[src/rtl/issue_queue.sv]
// issue_queue: circular-buffer FIFO between an upstream arbiter and a
// downstream consumer. Registered pointers and occupancy counter; the head
// word is presented one cycle after it is written (no bypass path).
module issue_queue #(
    parameter int unsigned SINGLE_REQUEST_WIDTH_IN_BITS = 64,
    parameter int unsigned QUEUE_DEPTH                  = 8,
    localparam int unsigned QUEUE_PTR_WIDTH             = $clog2(QUEUE_DEPTH)
) (
    input  logic                                    clk_in,
    input  logic                                    reset_in,
    input  logic [SINGLE_REQUEST_WIDTH_IN_BITS-1:0] request_in,
    input  logic                                    request_valid_in,
    output logic                                    issue_ack_out,
    output logic [SINGLE_REQUEST_WIDTH_IN_BITS-1:0] request_out,
    output logic                                    request_valid_out,
    input  logic                                    issue_ack_in,
    output logic [QUEUE_PTR_WIDTH:0]                entry_count_out,
    output logic                                    full_out,
    output logic                                    empty_out
);

    localparam logic [QUEUE_PTR_WIDTH:0] DEPTH_COUNT = (QUEUE_PTR_WIDTH + 1)'(QUEUE_DEPTH);

    logic [SINGLE_REQUEST_WIDTH_IN_BITS-1:0] mem_q [QUEUE_DEPTH];
    logic [QUEUE_PTR_WIDTH-1:0]              wr_ptr_q, wr_ptr_d;
    logic [QUEUE_PTR_WIDTH-1:0]              rd_ptr_q, rd_ptr_d;
    logic [QUEUE_PTR_WIDTH:0]                count_q,  count_d;
    logic                                    push, pop;

    // Status flags, handshakes and head-of-queue output
    always_comb begin
        empty_out         = (count_q == '0);
        full_out          = (count_q == DEPTH_COUNT);
        // Accept is withheld while full even if a pop happens this cycle,
        // and forced low while reset is asserted.
        issue_ack_out     = request_valid_in & ~full_out & reset_in;
        request_valid_out = ~empty_out;
        request_out       = empty_out ? '0 : mem_q[rd_ptr_q];
        entry_count_out   = count_q;
        push              = request_valid_in & issue_ack_out;
        pop               = issue_ack_in & request_valid_out;
    end

    // Next-state for pointers and occupancy counter
    always_comb begin
        wr_ptr_d = wr_ptr_q;
        rd_ptr_d = rd_ptr_q;
        count_d  = count_q;
        if (push) begin
            wr_ptr_d = wr_ptr_q + 1'b1;
        end
        if (pop) begin
            rd_ptr_d = rd_ptr_q + 1'b1;
        end
        if (push && !pop) begin
            count_d = count_q + 1'b1;
        end else if (pop && !push) begin
            count_d = count_q - 1'b1;
        end
    end

    // Pointer and counter registers with synchronous active-low reset
    always_ff @(posedge clk_in) begin
        if (!reset_in) begin
            wr_ptr_q <= '0;
            rd_ptr_q <= '0;
            count_q  <= '0;
        end else begin
            wr_ptr_q <= wr_ptr_d;
            rd_ptr_q <= rd_ptr_d;
            count_q  <= count_d;
        end
    end

    // Storage write; contents are not cleared by reset
    always_ff @(posedge clk_in) begin
        if (push) begin
            mem_q[wr_ptr_q] <= request_in;
        end
    end

endmodule

[config.mk]
export PLATFORM = sky130hd
export DESIGN_NAME = issue_queue
export DESIGN_NICKNAME = d
export VERILOG_FILES = /design/src/rtl/issue_queue.sv
export SDC_FILE = /design/constraint.sdc
export NUM_CORES = 1
export LEC_CHECK = 0
export CAP_MARGIN = 10
export CORE_ASPECT_RATIO = 0.7
export CORE_UTILIZATION = 40
export CTS_CLUSTER_DIAMETER = 60
export DETAILED_ROUTE_END_ITERATION = 16
export PLACE_DENSITY = 0.54
export SLEW_MARGIN = 20
export SYNTH_ARGS = -nofsm -noshare
export SYNTH_HDL_FRONTEND = slang
export SYNTH_SLANG_ARGS = --single-unit
[constraint.sdc]
create_clock -name clk_in -period 27.5 [get_ports clk_in]
set_input_delay 5.5 -clock clk_in [delete_from_list [all_inputs] [get_ports clk_in]]
set_output_delay 5.5 -clock clk_in [all_outputs]
set_load 0.02 [all_outputs]
==> results of run 1 <==
[cells in the final DEF, fill, tap and decap left out, drive strengths merged, types with 4 or more instances in the layout]
cell	n
edfxtp	512
clkdlybuf4s50	139
mux4	128
nor2	68
mux2i	67
clkbuf	63
clkinv	22
buf	16
dfxtp	13
nand2	11
and2	7
ha	5
bufinv	5
nor3	5
inv	5
xnor2	4
[cells by family after synthesis]
family,after synthesis
flops,525
mux,195
simple gates,101
buf+inv,50
compound gates,6
fa+ha+maj,6
xor+xnor,5
[critical path, cell delays in order]
cell	delay, ns
clkdlybuf4s50_1	0.71
nand2_1	0.09
or2_1	0.34
inv_1	0.09
clkdlybuf4s50_1	0.59
[stage by stage]
stage | util | worst slack [ns]
global placement | 0.4492 | 14.70
finish | 0.4815 | 14.67
floorplan | - | 14.92
global route | 0.4814 | 14.55
detailed placement | 0.4492 | 14.68
CTS | 0.4812 | 14.67
[final cells by class]
type,count,share of cell area
diodes,2,0.0002103
clock buffers,63,0.05593
clock inverters,28,0.01051
inverters,4,0.0007360
multi-input cells,313,0.1766
flip-flops and latches,525,0.6574
well taps,665,0.03496
repair buffers,155,0.06366
[metal layers]
metal,global-route usage,vias to the layer above,part of all wire
li1,-,4010,-
met4,0.03540,6,0.018
met5,0,-,0.00089
met2,0.2558,174,0.47
met1,0.2264,4750,0.46
met3,0.03691,70,0.051
[worst max path at each step]
| stage | slack [ns] | depth (start not counted) | end | start |
|---|---|---|---|---|
| final | 14.67 | 5 | issue_ack_out | reset_in |
| after global routing | 14.55 | 5 | issue_ack_out | reset_in |
| after CTS | 14.67 | 5 | issue_ack_out | reset_in |
| after detailed placement | 14.68 | 5 | issue_ack_out | reset_in |
| after global placement | 14.70 | 5 | issue_ack_out | reset_in |
| after floorplan | 14.92 | 4 | mem_q[0][0] | reset_in |
[sequential cells by signal, indices dropped and copies added (netlist names), named ones only]
name and cells:
mem_q 512, rd_ptr_q 3, wr_ptr_q 3, entry_count_out 4
[synth_stat cells (all sizes together) (2+ instances only)]
cell / n / area, um^2
and2: 7 / 43.79
buf: 42 / 269.0
clkbuf: 4 / 15.01
dfxtp: 13 / 260.3
edfxtp: 512 / 15370
ha: 5 / 62.56
inv: 4 / 15.02
mux2i: 67 / 670.6
mux4: 128 / 2883
nand2: 11 / 48.80
nand2b: 3 / 18.77
nand3: 3 / 15.01
nor2: 68 / 255.2
nor3: 5 / 25.02
o21ai: 2 / 10.01
xnor2: 4 / 35.03
[power breakdown]
part           switching [mW]  internal [mW]
clock network           0.281          0.388
registers              0.0299          0.904
logic                   0.283          0.259
total                   0.594           1.55
==> results.md, run 1 <==
- Kind of critical path: in2out
- Die Y: 189.5 um
- Layout cells sized above 1: 0.2050
- Syn_nets: 962
- Hold_buf cts: 0
- Root Buffer Master: clkbuf_16
- Cell depth of the worst min-delay path: 2
- Initial Util: 0.4063
- Worst r2r src: entry_count_out[0]
- Sequential cell area: 15650 um^2
- Status: finished clean
- Global-route wire length before repair: 61050 um
- Power Density: 90.08 nW/um^2
- Worst Path Required: 22.00 ns
- Fin. Hold Viols: 0
- CTS tree: built
- Overall routing resource usage: 0.1605
- Register bit total from synthesis: 525
- Class of the worst hold path: reg2reg
- CP arrival: 7.33 ns
- Mux contribution to synthesized area: 0.1769
- Chip width: 269.8 um
- RSZ-0062 raised after global routing: false
- Clk pin slew, worst setup/hold paths: 0.06 ns
- IO Port Bufs: 139
- Register-to-register setup slack: 24.11 ns
- # IOs: 140
- Residual DRC: 0
- Syn. warnings: 0
- Area after DPL: 22210 um^2
- Final slew viol count: 0
- Worst skew pair latency: 0.57 ns
- End of the worst register-to-register path: mem_q[7][50]
- Bufs on Longest Clock Path: 3
- Post-synthesis compound-gate area fraction: 0.001807
- Post-synth cell types: 31
- Netlist Area Pre-Place: 20080 um^2
- # fillers: 4012
- Main synth FF type: edfxtp_1
- Post-synth ARST share: 0
- CP Max Fanout: 13
- Initial antenna violation count: 5
- Initial DRC Count: 540
- Drt pass-1 iters: 4
- WHS: 0.5015 ns
- Worst vdd ir: 0.04891 mV
- Register area share after synthesis: 0.7785
- # nets final: 1123
- Resized Gates After CTS: 0
- Via count: 9010
- Setup TNS: 0 ns
- Synthesis-to-finish area growth: 18.52%
- Main combinational cell family by area after synthesis: multiplexers
- Post-synthesis xor/xnor area fraction: 0.002181
- Final period util: 0.4664
- Cell area after layout: 23800 um^2
- Post-route ant nets: 0
- CORE AREA: 49430 um^2
- Final Power: 2.144 mW
- Worst clock skew: 0.02050 ns
- Num Clock Sinks: 525
- H-tree Lvls: 2
- Number of post-CTS setup repair buffers: 0
- Vias per Instance: 5.134
- Cell count after synthesis: 888
- Drt wl/cell: 23.03 um
- Final wirelength: 40420 um
- Max_cap viols: 0
- Worst slew pin tran: 1.073 ns
- Fmax: 77.97 MHz
- Multi-input gate area: 4204 um^2
- Post-route insts no fill: 1755
- Post-Synth Adder-Cell Area: 0.004112
- Post-synth EDFFs: 512
- Placed cell count: 1662
- Final weighted congestion in routability-driven placement: 0.6900
- Grt total ovfl: 0
- Final worst path period need: 12.83 ns
- Avg Synthesized Cell Area: 22.62 um^2
- Final HPWL DP: 20440 um
- Die area: 51120 um^2
- Simple-Gate Fraction of Synth Area: 0.02156
- # setup viols final: 0
- CP Launch Type: input pin
- Register-to-Register Path Depth: 7
- Largest net degree at the start of global routing: 70
- Vias in the first global route: 9565
- Min-Delay Startpoint: rd_ptr_q[1]
- Rows: 68
- Crit. End Element: primary output
- CTS Buf Count: 50
- Max_slew headroom: 0.2846
- Pleak: 7.216 nW
(Power assumes the default switching activity.)
==> run 2, diff against run 1 <==
==> constraint.sdc (replaced) <==
create_clock -name clk_in -period 13.39 [get_ports clk_in]
set_input_delay 2.678 -clock clk_in [delete_from_list [all_inputs] [get_ports clk_in]]
set_output_delay 2.678 -clock clk_in [all_outputs]
set_load 0.02 [all_outputs]
==> run 2 against run 1 <==
Net effect: flip-flop and latch count unchanged; core utilization about the same; cell count hardly changed; via count shrank 0.46%; sequential share of layout area increased by 0.059 points; clock-buffer cell count stayed put; critical endpoint unchanged; largest power group unchanged; highest routed layer unchanged.
==> results.md, run 2 (synthesis gave the netlist of run 1 again) <==
- Number of post-CTS setup repair buffers: 0
- # setup viols final: 0
- Slowest CP cell: clkdlybuf4s50_1
- Synthesis-to-finish area growth: 18.41%
- Largest register FFs: 512
- CORE AREA: 49430 um^2
- Chip width: 269.8 um
- Root Buffer Master: clkbuf_16
- Worst vdd ir: 0.1164 mV
- Cell area after layout: 23780 um^2
- Critical path's most frequent cell: clkdlybuf4s50_1
- Worst slew pin tran: 1.042 ns
- Worst Path Buf+Inv: 3
- Vias in the first global route: 9656
- Overall routing resource usage: 0.1608
- RSZ-0062 raised after global routing: false
- Die Y: 189.5 um
- Pleak: 7.219 nW
- Clk pin slew, worst setup/hold paths: 0.06 ns
- CP Launch Type: input pin
- Fmax: 140.1 MHz
- Residual DRC: 0
- Commonest non-fill, non-tap cell in the layout: edfxtp_1
- Setup TNS: 0 ns
- Final worst path period need: 7.136 ns
- Worst clock skew: 0.009764 ns
- Reg with most FFs: mem_q
- Hold_buf cts: 0
- CP Max Fanout: 13
- Final Power: 4.379 mW
- H-tree Lvls: 2
- Critical Path, Cell by Cell: clkdlybuf4s50_1 > nand2_1 > or2_1 > inv_1 > clkdlybuf4s50_1
- Global-route wire length before repair: 61500 um
- Final wirelength: 40270 um
- Top Family by Delay on Critical Path: buffers and inverters
- Area after DPL: 22220 um^2
- # fillers: 4042
- Power Density: 184.1 nW/um^2
- Layout cells sized above 1: 0.2098
- Grt total ovfl: 0
- Fin. Hold Viols: 0
- Status: finished clean
- Drt pass-1 iters: 4
- Num Clock Sinks: 525
- Most frequent cells in the layout: edfxtp_1 (512), clkdlybuf4s50_1 (139), mux4_2 (128)
- # IOs: 140
- Worst skew pair latency: 0.56 ns
- Post-route ant nets: 0
- Initial antenna violation count: 5
- Crit. End Element: primary output
- Final HPWL DP: 20510 um
- Vias per Instance: 5.113
- Die area: 51120 um^2
- Via count: 8969
- CTS tree: built
- Final weighted congestion in routability-driven placement: 0.6960
- Rows: 68
- Largest net degree at the start of global routing: 66
- Worst Path Required: 10.71 ns
- CP peak stage delay: 0.70 ns
- Bufs on Longest Clock Path: 3
- Initial Util: 0.4063
- # nets final: 1126
- Kind of critical path: in2out
- Max_slew headroom: 0.3057
- CP arrival: 4.46 ns
- Class of the worst hold path: reg2reg
- IO Port Bufs: 139
- Final slew viol count: 0
- Max_cap viols: 0
- Drt wl/cell: 22.96 um
- Initial DRC Count: 623
- Final period util: 0.5330
- CTS Buf Count: 51
- Resized Gates After CTS: 0
run 2: metal layers:
layer  track usage  vias up  wire length, um
li1              -     4000                -
met4       0.03169        6              484
met1        0.2246     4759            18550
met2        0.2612      148            19360
met3       0.03551       56             1832
met5             0        -               38
run 2: worst min-delay path: cells and delay by family, from the launching register on:
kind / cells / cell delay [ns]
compound gates: 1 / 0.09
flops: 1 / 0.31
simple gates: 1 / 0.05
run 2: layout make-up:
class / instances / area, um^2 / area share
tap: 665 / 832.0 / 0.03499
antenna: 2 / 5.005 / 0.0002105
sequential: 525 / 15650 / 0.6580
clock buffer: 63 / 1364 / 0.05735
multi-input combinational: 313 / 4198 / 0.1765
timing repair buffer: 157 / 1526 / 0.06419
inverter: 4 / 15.01 / 0.0006314
clock inverter: 25 / 193.9 / 0.008155
run 2: worst paths after layout:
| path | startpoint | to | slack, ns | cells after the start |
|---|---|---|---|---|
| worst max-delay path | reset_in | issue_ack_out | 6.25 | 5 |
| worst min-delay path | rd_ptr_q[1] | flip-flop | 0.50 | 2 |
| worst max register to register | entry_count_out[0] | mem_q[7][41] | 10.00 | 7 |
| worst min register to register | rd_ptr_q[1] | flip-flop | 0.50 | 2 |
run 2: stage by stage:
| step | setup WS [ns] | hold WS (ns) | instances | util |
|---|---|---|---|---|
| after detailed placement | 6.241 | 0.4872 | 1664 | 0.4495 |
| after CTS | 6.241 | 0.5025 | 1752 | 0.4810 |
| after global placement | 6.249 | 0.4865 | 1664 | 0.4495 |
| after floorplan | 3.634 | 0.4667 | 888 | - |
| after global routing | 6.168 | 0.5494 | 1752 | 0.4810 |
| final | 6.254 | 0.4970 | 1754 | 0.4811 |
run 2: report_power, final:
part           switching (mW)  internal (mW)  total, mW
Clock                   0.578          0.775       1.35
Combinational           0.581          0.530       1.11
Sequential             0.0582           1.86       1.91
